`src/rtl/fetch_cycle.sv`:
```
`default_nettype none
//==========================================================================
// fetch_cycle : single-outstanding instruction fetch into a 2-entry
//               {Instruction, PC} FIFO; FETCH_PERF_CNT_EN adds counters.
// Revision    : 1.0
//==========================================================================
module fetch_cycle #(
  parameter logic [31:0] RESET_PC = 32'h0000_0000,
  parameter logic [31:0] PC_INC   = 32'd4
) (
  input  logic        clk,
  input  logic        rst,
  output logic        imem_req,
  output logic [31:0] imem_addr,
  input  logic        imem_ready,
  input  logic        imem_valid,
  input  logic [31:0] imem_rdata,
  input  logic        stall,
  input  logic [1:0]  PC_Src,
  input  logic [31:0] jumpAddress,
  input  logic [31:0] branchAddress,
  input  logic [31:0] retAddress,
  output logic [31:0] Instruction,
  output logic [31:0] PC,
`ifdef FETCH_PERF_CNT_EN
  output logic [31:0] fetch_count,
  output logic [31:0] flush_count,
`endif
  output logic        inst_valid
);

  typedef enum logic [1:0] {
    RUN      = 2'd0,
    WAIT_RSP = 2'd1,
    DROP     = 2'd2
  } state_e;

  state_e      state_q, state_d;
  logic [31:0] fetch_pc_q, fetch_pc_d;
  logic [31:0] issued_pc_q, issued_pc_d;
  logic        stale_q, stale_d;
  logic        head_q, head_d;
  logic [1:0]  count_q, count_d;
  logic [31:0] inst_q [2];
  logic [31:0] pc_q   [2];

  logic        w_redirect;
  logic [31:0] w_target;
  logic        w_pop;
  logic        w_push;
  logic        w_rsp;
  logic        w_accept;
  logic        w_tail;
  logic [1:0]  w_occ;

  assign inst_valid  = (count_q != 2'd0);
  assign Instruction = inst_q[head_q];
  assign PC          = pc_q[head_q];

  assign w_redirect = (PC_Src != 2'b00);
  assign w_pop      = inst_valid & ~stall;
  assign w_occ      = count_q - 2'(w_pop);
  // A response owed to a request abandoned by reset is swallowed here.
  assign w_rsp      = imem_valid & ~stale_q;
  assign w_push     = (state_q == WAIT_RSP) & w_rsp & ~w_redirect;
  assign w_tail     = head_q ^ count_q[0];

  assign imem_req   = ~rst & (state_q == RUN) & ~w_redirect & (w_occ < 2'd2);
  assign imem_addr  = fetch_pc_q;
  assign w_accept   = imem_req & imem_ready;

  always_comb begin
    w_target = fetch_pc_q;
    unique case (PC_Src)
      2'b01:   w_target = jumpAddress;
      2'b10:   w_target = branchAddress;
      2'b11:   w_target = retAddress;
      default: w_target = fetch_pc_q;
    endcase
  end

  always_comb begin
    state_d     = state_q;
    fetch_pc_d  = fetch_pc_q;
    issued_pc_d = issued_pc_q;
    stale_d     = stale_q & ~imem_valid;
    head_d      = head_q;
    count_d     = count_q;

    if (w_redirect) begin
      fetch_pc_d = w_target;
      head_d     = 1'b0;
      count_d    = 2'd0;
    end else begin
      head_d  = head_q ^ w_pop;
      count_d = count_q + 2'(w_push) - 2'(w_pop);
      if (w_accept) begin
        fetch_pc_d  = fetch_pc_q + PC_INC;
        issued_pc_d = fetch_pc_q;
      end
    end

    unique case (state_q)
      RUN:      if (w_accept) state_d = WAIT_RSP;
      WAIT_RSP: begin
        if (w_rsp)           state_d = RUN;
        else if (w_redirect) state_d = DROP;
      end
      DROP:     if (w_rsp) state_d = RUN;
      default:  state_d = RUN;
    endcase
  end

  always_ff @(posedge clk) begin
    if (rst) begin
      state_q    <= RUN;
      fetch_pc_q <= RESET_PC;
      head_q     <= 1'b0;
      count_q    <= 2'd0;
      // Remember that a response is still owed if we abandon a request now.
      stale_q    <= (stale_q | (state_q != RUN)) & ~imem_valid;
    end else begin
      state_q     <= state_d;
      fetch_pc_q  <= fetch_pc_d;
      issued_pc_q <= issued_pc_d;
      stale_q     <= stale_d;
      head_q      <= head_d;
      count_q     <= count_d;
      if (w_push) begin
        inst_q[w_tail] <= imem_rdata;
        pc_q[w_tail]   <= issued_pc_q;
      end
    end
  end

`ifdef FETCH_PERF_CNT_EN
  logic [31:0] fetch_cnt_q;
  logic [31:0] flush_cnt_q;

  always_ff @(posedge clk) begin
    if (rst) begin
      fetch_cnt_q <= 32'd0;
      flush_cnt_q <= 32'd0;
    end else begin
      fetch_cnt_q <= fetch_cnt_q + 32'(w_push);
      flush_cnt_q <= flush_cnt_q + 32'(w_redirect);
    end
  end

  assign fetch_count = fetch_cnt_q;
  assign flush_count = flush_cnt_q;
`endif

endmodule
`default_nettype wire

```
`config.mk`:
```
export PLATFORM = sky130hd
export DESIGN_NAME = fetch_cycle
export DESIGN_NICKNAME = d
export VERILOG_FILES = /design/src/rtl/fetch_cycle.sv
export SDC_FILE = /design/constraint.sdc
export NUM_CORES = 1
export LEC_CHECK = 0
export BUFFER_PORTS_ARGS = -buffer_cell sky130_fd_sc_hd__buf_2
export CORE_ASPECT_RATIO = 0.5
export CORE_MARGIN = 2
export CORE_UTILIZATION = 55
export DETAILED_ROUTE_END_ITERATION = 16
export GPL_ROUTABILITY_DRIVEN = 0
export PLACE_DENSITY = 0.83
export RECOVER_POWER = 50
export SLEW_MARGIN = 40
export SYNTH_ARGS = -nofsm -noshare
export SYNTH_HDL_FRONTEND = slang
export SYNTH_SLANG_ARGS = --single-unit
```
`constraint.sdc`:
```
create_clock -name clk -period 12.75 [get_ports clk]
set_input_delay 1.275 -clock clk [delete_from_list [all_inputs] [get_ports clk]]
set_output_delay 1.275 -clock clk [all_outputs]
set_load 0.01 [all_outputs]
```
==> results of run 1 <==
## worst paths after layout
check,start,endpoint,slack [ns],depth (start not counted)
setup / recovery,rst,imem_addr[20],8.05,8
hold / removal,stale_q,stale_q,0.45,2
setup reg to reg,stale_q,inst_q[1][21],9.57,5
hold reg to reg,stale_q,stale_q,0.45,2
## cell type report
class	count	area, sq um	share of cell area (%)
sequential	198	5570	54.1
multi-input combinational	333	2650	25.7
timing repair buffer	242	1190	11.6
clock buffer	19	433	4.21
tap	198	248	2.41
clock inverter	13	171	1.67
inverter	8	30.0	0.292
## per-stage QoR
stage	setup WS [ns]	cell area [sq um]
5_1_grt	7.77	10300
3_3_place_gp	8.61	9720
4_1_cts	8.88	10400
6_report	8.05	10300
2_1_floorplan	7.79	8370
3_5_place_dp	8.47	9760
## cell families (layout without fill, tap and decap cells)
| group | Yosys count | after routing |
|---|---|---|
| AO/OA/AOI/OAI | 105 | 105 |
| XOR/XNOR | 10 | 10 |
| adder cells (fa/ha/maj) | 3 | 3 |
| buffers and inverters | 37 | 282 |
| flip-flops | 198 | 198 |
| multiplexers | 98 | 98 |
| AND/OR/NAND/NOR | 117 | 117 |
## state kept, by name, indices dropped and copies added (netlist names)
signal / flops
count_q: 2
head_q: 1
imem_addr: 32
inst_q: 64
issued_pc_q: 32
pc_q: 64
stale_q: 1
state_q: 2
## power by group through the flow
stage	clock (mW)	sequential (mW)	combinational (mW)
3_3_place_gp	0	0.735	0.0875
2_1_floorplan	0	0.734	0.0445
6_report	0.546	0.723	0.0879
4_1_cts	0.552	0.722	0.0910
3_5_place_dp	0	0.736	0.0902
5_1_grt	0.575	0.724	0.0964
## routing by layer
| layer | vias to the layer above | global-route usage [%] | wire (um) |
|---|---|---|---|
| li1 | 2702 | - | - |
| met1 | 2835 | 34.9 | 8440 |
| met2 | 374 | 39.2 | 9290 |
| met3 | 50 | 5.95 | 1820 |
| met4 | 0 | 9.89 | 476 |
| met5 | - | 0 | 0 |
## layout by cell type, fill, tap and decap left out, types with 4 or more instances in the layout
cell       Yosys  final
nand2_1       25     25
or2_2          4      4
xnor2_1        5      5
mux2_2        82     82
mux4_2         5      5
a211oi_1       8      8
a21oi_1       30     30
clkbuf_1      18     57
o21ai_0       15     15
nand4_1        9      9
a22oi_1       14     14
a22o_1         4      4
mux2i_1       11     11
nand3_1       10     10
o31ai_1        4      4
buf_2          9    178
nor2_1        20     19
clkbuf_16      0     17
and3_1         8      7
edfxtp_1     160    160
xor2_1         5      5
nor3_1        12     13
buf_4          0      6
dfxtp_1       38     37
inv_1          8      8
## worst max-delay path: stages
cell and delay [ns]:
clkbuf_1 0.58, nor3_1 0.83, nand4_2 0.57, inv_1 0.72, buf_4 0.44, nand3_1 0.14
xor2_1 0.18, a211oi_1 0.25
==> results.sh, run 1 <==
export IMPL_status="finished, violations left"
export IMPL_violations="max-capacitance violations, max-slew violations"
export IMPL_via_count=5961
export IMPL_post_dp_hpwl_um=14100
export IMPL_fin_skew_ns=0.0146
export IMPL_postRouteAntennaNets=0
export IMPL_async_flop_share_pct=0
export IMPL_first_iter_violations=825
export IMPL_clk_latency_ns=0.43
export IMPL_worstSetupStartpointType="primary input"
export IMPL_final_setup_tns_ns=0
export IMPL_p_switching_uw=297
export IMPL_cts_resized=0
export IMPL_yosysMostFrequentCell="edfxtp_1"
export IMPL_cts_buffer_depth=2
export IMPL_hold_slack_ns=0.450
export IMPL_max_freq_mhz=213
export IMPL_final_nets=938
export IMPL_p_leak_nw=3.73
export IMPL_wl_per_cell_um=19.8
export IMPL_antenna_found_initial=0
export IMPL_cp_max_fo=34
export IMPL_route_detailed_drc=0
export IMPL_power_mw=1.36
export IMPL_final_core_util_pct=70.2
export IMPL_numCtsBuffers=17
export IMPL_cts_hold_buf=0
export IMPL_io_buffers=232
export IMPL_yosysUniqueCellTypes=62
export IMPL_grt_pass1_vias=5777
export IMPL_synth_compound_area_share_pct=8.63
export IMPL_synth_top_area_share_pct=57.4
export IMPL_cts_root_buf="clkbuf_16"
export IMPL_htreeDepth=4
export IMPL_fillerInstances=1023
export IMPL_synthSimpleGateAreaFrac_pct=7.79
export IMPL_cp_arrival_ns=5.01
export IMPL_yosysTopAreaCell="edfxtp_1"
export IMPL_routed_wl_um=20000
export IMPL_crit_type="primary input to flop"
export IMPL_ios=233
export IMPL_combinationalPowerShare_pct=6.5
export IMPL_relSlewSlack_pct=-27.7
export IMPL_core_sq_um=14700
export IMPL_cellPowerDensity_nw_per_um2=132
export IMPL_cts_setup_buffers=0
export IMPL_syn_inst=568
export IMPL_cts_tree="done"
export IMPL_drv_slew=67
export IMPL_layout_cells_non_filler=1011
export IMPL_yosys_top_cells_count="edfxtp_1 (160), mux2_2 (82), dfxtp_1 (38), a21oi_1 (30), nand2_1 (25)"
export IMPL_die_width_um=178
export IMPL_vias_per_cell=5.90
export IMPL_initial_core_util_pct=57.1
export IMPL_dr_pass1_iters=5
export IMPL_ys_ff_latch=198
export IMPL_synth_top_family_by_area="multiplexers"
export IMPL_muxShareOfSynthArea_pct=13.7
export IMPL_final_setup_viol_count=0
export IMPL_post_route_period_util_pct=36.9
export IMPL_swShare_pct=21.9
export IMPL_seq_power_share_pct=53.3
export IMPL_post_place_cells=979
export IMPL_ys_warn_count=0
export IMPL_num_rows=31
export IMPL_netlist_area_sq_um=8370
export IMPL_max_slew_worst_pin_slew_ns=1.92
export IMPL_clkPwrFrac_pct=40.2
export IMPL_vdd_ir_drop_max_v=0.0000936
export IMPL_yosysSeqAreaShare_pct=66.5
export IMPL_period_minus_slack_ns=4.70
export IMPL_rsz0062_at_grt="no"
export IMPL_p_int_mw=1.06
export IMPL_die_h_um=91.2
export IMPL_cts_num_sinks=198
export IMPL_synthAdderAreaFrac_pct=0.449
export IMPL_crit_required_ns=13.06
export IMPL_grt_pass1_wl_um=31100
export IMPL_drv_cap=2
export IMPL_synth_xor_area_share_pct=1.05
export IMPL_syn_nets=706
export IMPL_synth_avg_cell_area_sq_um=14.7
export IMPL_dominantRegCellSynth="edfxtp_1"
export IMPL_drive_gt1_share_pct=39.6
export IMPL_finalHoldViolCount=0
export IMPL_hold_class="flop to flop"
export IMPL_endpoint_kind="flop"
export IMPL_track_usage_pct=25.4
export IMPL_grt_ovfl_total=0
export IMPL_grt_max_degree=65
export IMPL_synth_edf_count=160
export IMPL_antenna_cells=0
export IMPL_synthToLayoutAreaGrowth_pct=22.9
export IMPL_cts_reportedPaths_clkPinSlew_ns=0.07
export IMPL_die_area_sq_um=16300
export IMPL_synth_area_top_cells="edfxtp_1 (57%), mux2_2 (11%), dfxtp_1 (9.1%)"
No activity file was read; power rests on OpenSTA's default activity.
==> run 2, diff against run 1 <==
Settings changed: CORE_UTILIZATION 55 to 52, PLACE_DENSITY 0.83 to 0.8.
Clock period 12.75 ns to 4.8 ns, I/O delays scaled along.
==> results.sh, run 2 (synthesized netlist as in run 1, its figures left out) <==
export IMPL_path_cells="clkbuf_1, nor3_1, nand4_2, buf_4, inv_1, buf_4, nand4_1, a21oi_1, nor3_1"
export IMPL_routed_wl_um=20400
export IMPL_die_area_sq_um=17200
export IMPL_wl_per_cell_um=20.0
export IMPL_vdd_ir_drop_max_v=0.000249
export IMPL_power_mw=3.43
export IMPL_num_rows=32
export IMPL_die_h_um=93.7
export IMPL_slowest_stage="nor3_1"
export IMPL_multi_input_area_sq_um=2650
export IMPL_crit_required_ns=5.04
export IMPL_p_leak_nw=3.69
export IMPL_post_route_period_util_pct=72.6
export IMPL_cts_root_buf="clkbuf_16"
export IMPL_place_area_sq_um=9760
export IMPL_numCtsBuffers=17
export IMPL_htreeDepth=4
export IMPL_dr_pass1_iters=5
export IMPL_drive_gt1_share_pct=39.6
export IMPL_ios=233
export IMPL_final_setup_viol_count=0
export IMPL_grt_pass1_wl_um=30100
export IMPL_clk_latency_ns=0.42
export IMPL_vias_per_cell=5.82
export IMPL_crit_type="primary input to flop"
export IMPL_r2r_end="imem_addr[11]"
export IMPL_endpoint_kind="flop"
export IMPL_cp_max_fo=39
export IMPL_first_iter_violations=640
export IMPL_period_minus_slack_ns=3.48
export IMPL_hold_class="primary input to flop"
export IMPL_io_buffers=232
export IMPL_cts_num_sinks=198
export IMPL_grt_pass1_vias=5575
export IMPL_worstSetupStartpointType="primary input"
export IMPL_grt_max_degree=65
export IMPL_cellPowerDensity_nw_per_um2=336
export IMPL_relSlewSlack_pct=-15.6
export IMPL_cts_reportedPaths_clkPinSlew_ns=0.07
export IMPL_max_freq_mhz=287
export IMPL_layout_commonest_cell="buf_2"
export IMPL_regArea_sq_um=5570
export IMPL_final_nets=938
export IMPL_rsz0062_at_grt="no"
export IMPL_finalHoldViolCount=0
export IMPL_reg2regPathDepth=8
export IMPL_top_regs="inst_q: 64 flops, pc_q: 64 flops"
export IMPL_synthToLayoutAreaGrowth_pct=21.9
export IMPL_r2r_start="count_q[0]"
export IMPL_r2r_slack_ns=2.28
export IMPL_post_dp_hpwl_um=14100
export IMPL_post_place_cells=985
export IMPL_fin_skew_ns=0.0141
export IMPL_track_usage_pct=23.4
export IMPL_initial_core_util_pct=53.7
export IMPL_max_stage_delay_ns=1.05
export IMPL_hold_end="stale_q"
export IMPL_die_width_um=183
export IMPL_fillerInstances=1175
export IMPL_grt_ovfl_total=0
export IMPL_core_sq_um=15600
export IMPL_antenna_found_initial=0
export IMPL_min_from="imem_valid"
export IMPL_via_count=5921
export IMPL_status="finished, violations left"
export IMPL_final_setup_tns_ns=0
export IMPL_route_detailed_drc=0
export IMPL_hold_depth=2
export IMPL_cp_arrival_ns=3.73
export IMPL_max_slew_worst_pin_slew_ns=1.73
export IMPL_drv_cap=2
export IMPL_drv_slew=75
export IMPL_violations="max-capacitance violations, max-slew violations"
export IMPL_place_ws_ns=1.77
export IMPL_final_area_sq_um=10200
export IMPL_final_core_util_pct=65.5
export IMPL_antenna_cells=0
export IMPL_fin_ws_ns=1.32
export IMPL_layout_common_cells="buf_2 (180), edfxtp_1 (160), mux2_2 (82)"
export IMPL_cts_resized=0
export IMPL_startpoint="PC_Src[0]"
export IMPL_cts_hold_buf=0
export IMPL_cts_buffer_depth=2
export IMPL_hold_slack_ns=0.224
export IMPL_cts_tree="done"
export IMPL_postRouteAntennaNets=0
export IMPL_cts_setup_buffers=0
export IMPL_layout_cells_non_filler=1017
-- run 2: cell type report --
cell class,count,area share (%)
flip-flops and latches,198,54.6
multi-input cells,333,26.0
repair buffers,242,11.6
clock buffers,18,4.21
well taps,204,2.50
clock inverters,14,0.859
inverters,8,0.294
-- run 2: critical path, delay by kind of cell --
family          cells  cell delay [ns]
simple gates        4             1.36
compound gates      1             0.18
buf+inv             4             1.70
-- run 2: routing by layer --
| metal | up-vias | global-route usage (%) | share of wire [%] |
|---|---|---|---|
| met3 | 34 | 5.23 | 9.1 |
| met2 | 366 | 37.7 | 47 |
| met4 | 0 | 8.13 | 1.8 |
| met1 | 2823 | 31.8 | 42 |
| li1 | 2698 | - | - |
| met5 | - | 0 | 0 |
-- run 2: worst max-delay path by stage --
stage                     slack (ns)       endpoint
final                           1.32  imem_addr[11]
after global routing            1.10  imem_addr[11]
after CTS                       2.20  inst_q[1][16]
after detailed placement        1.77  inst_q[1][26]
after global placement          1.75  imem_addr[19]
after floorplan                 0.63   inst_q[0][0]
-- run 2: report_power, final --
part	internal [mW]	switching (mW)
logic	0.110	0.123
registers	1.88	0.0469
clock network	0.656	0.615
==> run 3, diff against run 2 <==
Clock period 4.8 ns to 3.57 ns, I/O delays scaled along.
==> results.sh, run 3 (synthesized netlist as in run 1, its figures left out) <==
export IMPL_vdd_ir_drop_max_v=0.000336
export IMPL_io_buffers=232
export IMPL_initial_core_util_pct=53.7
export IMPL_dr_pass1_iters=5
export IMPL_final_setup_viol_count=0
export IMPL_final_core_util_pct=66.2
export IMPL_first_iter_violations=557
export IMPL_antenna_found_initial=0
export IMPL_endpoint_kind="flop"
export IMPL_cts_resized=0
export IMPL_max_slew_worst_pin_slew_ns=1.73
export IMPL_drv_slew=99
export IMPL_die_h_um=93.7
export IMPL_cts_buffer_depth=2
export IMPL_rsz0062_at_grt="no"
export IMPL_final_nets=941
export IMPL_final_setup_tns_ns=0
export IMPL_cts_reportedPaths_clkPinSlew_ns=0.07
export IMPL_post_dp_hpwl_um=14000
export IMPL_finalHoldViolCount=0
export IMPL_routed_wl_um=20100
export IMPL_grt_ovfl_total=0
export IMPL_period_minus_slack_ns=2.81
export IMPL_hold_slack_ns=0.111
export IMPL_worstSetupStartpointType="primary input"
export IMPL_grt_pass1_wl_um=30000
export IMPL_core_sq_um=15600
export IMPL_synthToLayoutAreaGrowth_pct=23.2
export IMPL_status="finished, violations left"
export IMPL_fin_skew_ns=0.0123
export IMPL_htreeDepth=4
export IMPL_post_route_period_util_pct=78.6
export IMPL_cts_hold_buf=0
export IMPL_grt_pass1_vias=5560
export IMPL_cellPowerDensity_nw_per_um2=471
export IMPL_crit_type="primary input to flop"
export IMPL_postRouteAntennaNets=0
export IMPL_cp_max_fo=33
export IMPL_cts_root_buf="clkbuf_16"
export IMPL_num_rows=32
export IMPL_route_detailed_drc=0
export IMPL_drv_cap=2
export IMPL_cts_setup_buffers=0
export IMPL_antenna_cells=0
export IMPL_vias_per_cell=5.74
export IMPL_crit_required_ns=3.89
export IMPL_fillerInstances=1138
export IMPL_hold_class="primary input to flop"
export IMPL_max_freq_mhz=356
export IMPL_layout_common_cells="buf_2 (181), edfxtp_1 (160), mux2_2 (82)"
export IMPL_layout_commonest_cell="buf_2"
export IMPL_cts_num_sinks=198
export IMPL_wl_per_cell_um=19.7
export IMPL_p_leak_nw=3.77
export IMPL_die_width_um=183
export IMPL_grt_max_degree=65
export IMPL_track_usage_pct=23.2
export IMPL_cts_tree="done"
export IMPL_die_area_sq_um=17200
export IMPL_cp_arrival_ns=3.13
export IMPL_clk_latency_ns=0.42
export IMPL_violations="max-capacitance violations, max-slew violations"
export IMPL_via_count=5850
export IMPL_drive_gt1_share_pct=40.6
export IMPL_relSlewSlack_pct=-15.1
export IMPL_ios=233
export IMPL_numCtsBuffers=17
export IMPL_top_regs="inst_q: 64 flops, pc_q: 64 flops"
run 3: cell count changes in the layout (fill, tap and decap cells not counted), sizes merged:
cell / before / now
buf: 188 / 192
bufinv: 0 / 2
clkbuf: 72 / 70
clkinv: 8 / 3
clkinvlp: 5 / 1
inv: 9 / 17
run 3: path summary, 6_finish.rpt:
kind	start	end	slack (ns)	depth (start not counted)
worst min register to register	issued_pc_q[21]	pc_q[1][21]	0.45	0
worst min-delay path	imem_valid	stale_q	0.11	2
worst max-delay path	rst	imem_addr[7]	0.76	8
worst max register to register	stale_q	inst_q[0][15]	0.79	5
run 3: cell type report:
cell class	count	area (sq um)	area share, %
inverter	8	30.0	0.291
tap	204	255	2.48
multi-input combinational	333	2650	25.7
timing repair buffer	245	1190	11.6
clock inverter	15	181	1.76
sequential	198	5570	54.0
clock buffer	17	425	4.13
run 3: critical path, cell delays in order:
cell	delay [ns]
clkbuf_1	0.15
clkbuf_1	1.15
inv_1	0.49
a41oi_1	0.29
buf_4	0.26
a21oi_1	0.06
or2b_1	0.22
a21oi_1	0.14
run 3: per-layer routing:
metal / track usage (%) / vias up / wire length (um)
li1: - / 2704 / -
met1: 31.3 / 2837 / 8800
met2: 38.0 / 285 / 9470
met3: 5.08 / 24 / 1530
met4: 7.07 / 0 / 256
met5: 0 / - / 0
run 3: where the power goes:
group	switching [mW]	internal, mW	total [mW]
Clock	0.887	1.07	1.96
Combinational	0.168	0.150	0.318
Sequential	0.0599	2.52	2.58
Total	1.11	3.74	4.85
run 3: stage by stage:
step                cell area [sq um]  setup slack, ns  cells  power (mW)
floorplan                        8370            0.585    568        2.78
global placement                 9780             1.20    988        2.94
detailed placement               9780             1.13    988        2.95
CTS                             10400             1.12   1020        4.89
global route                    10300            0.566   1020        5.00
finish                          10300            0.763   1020        4.85
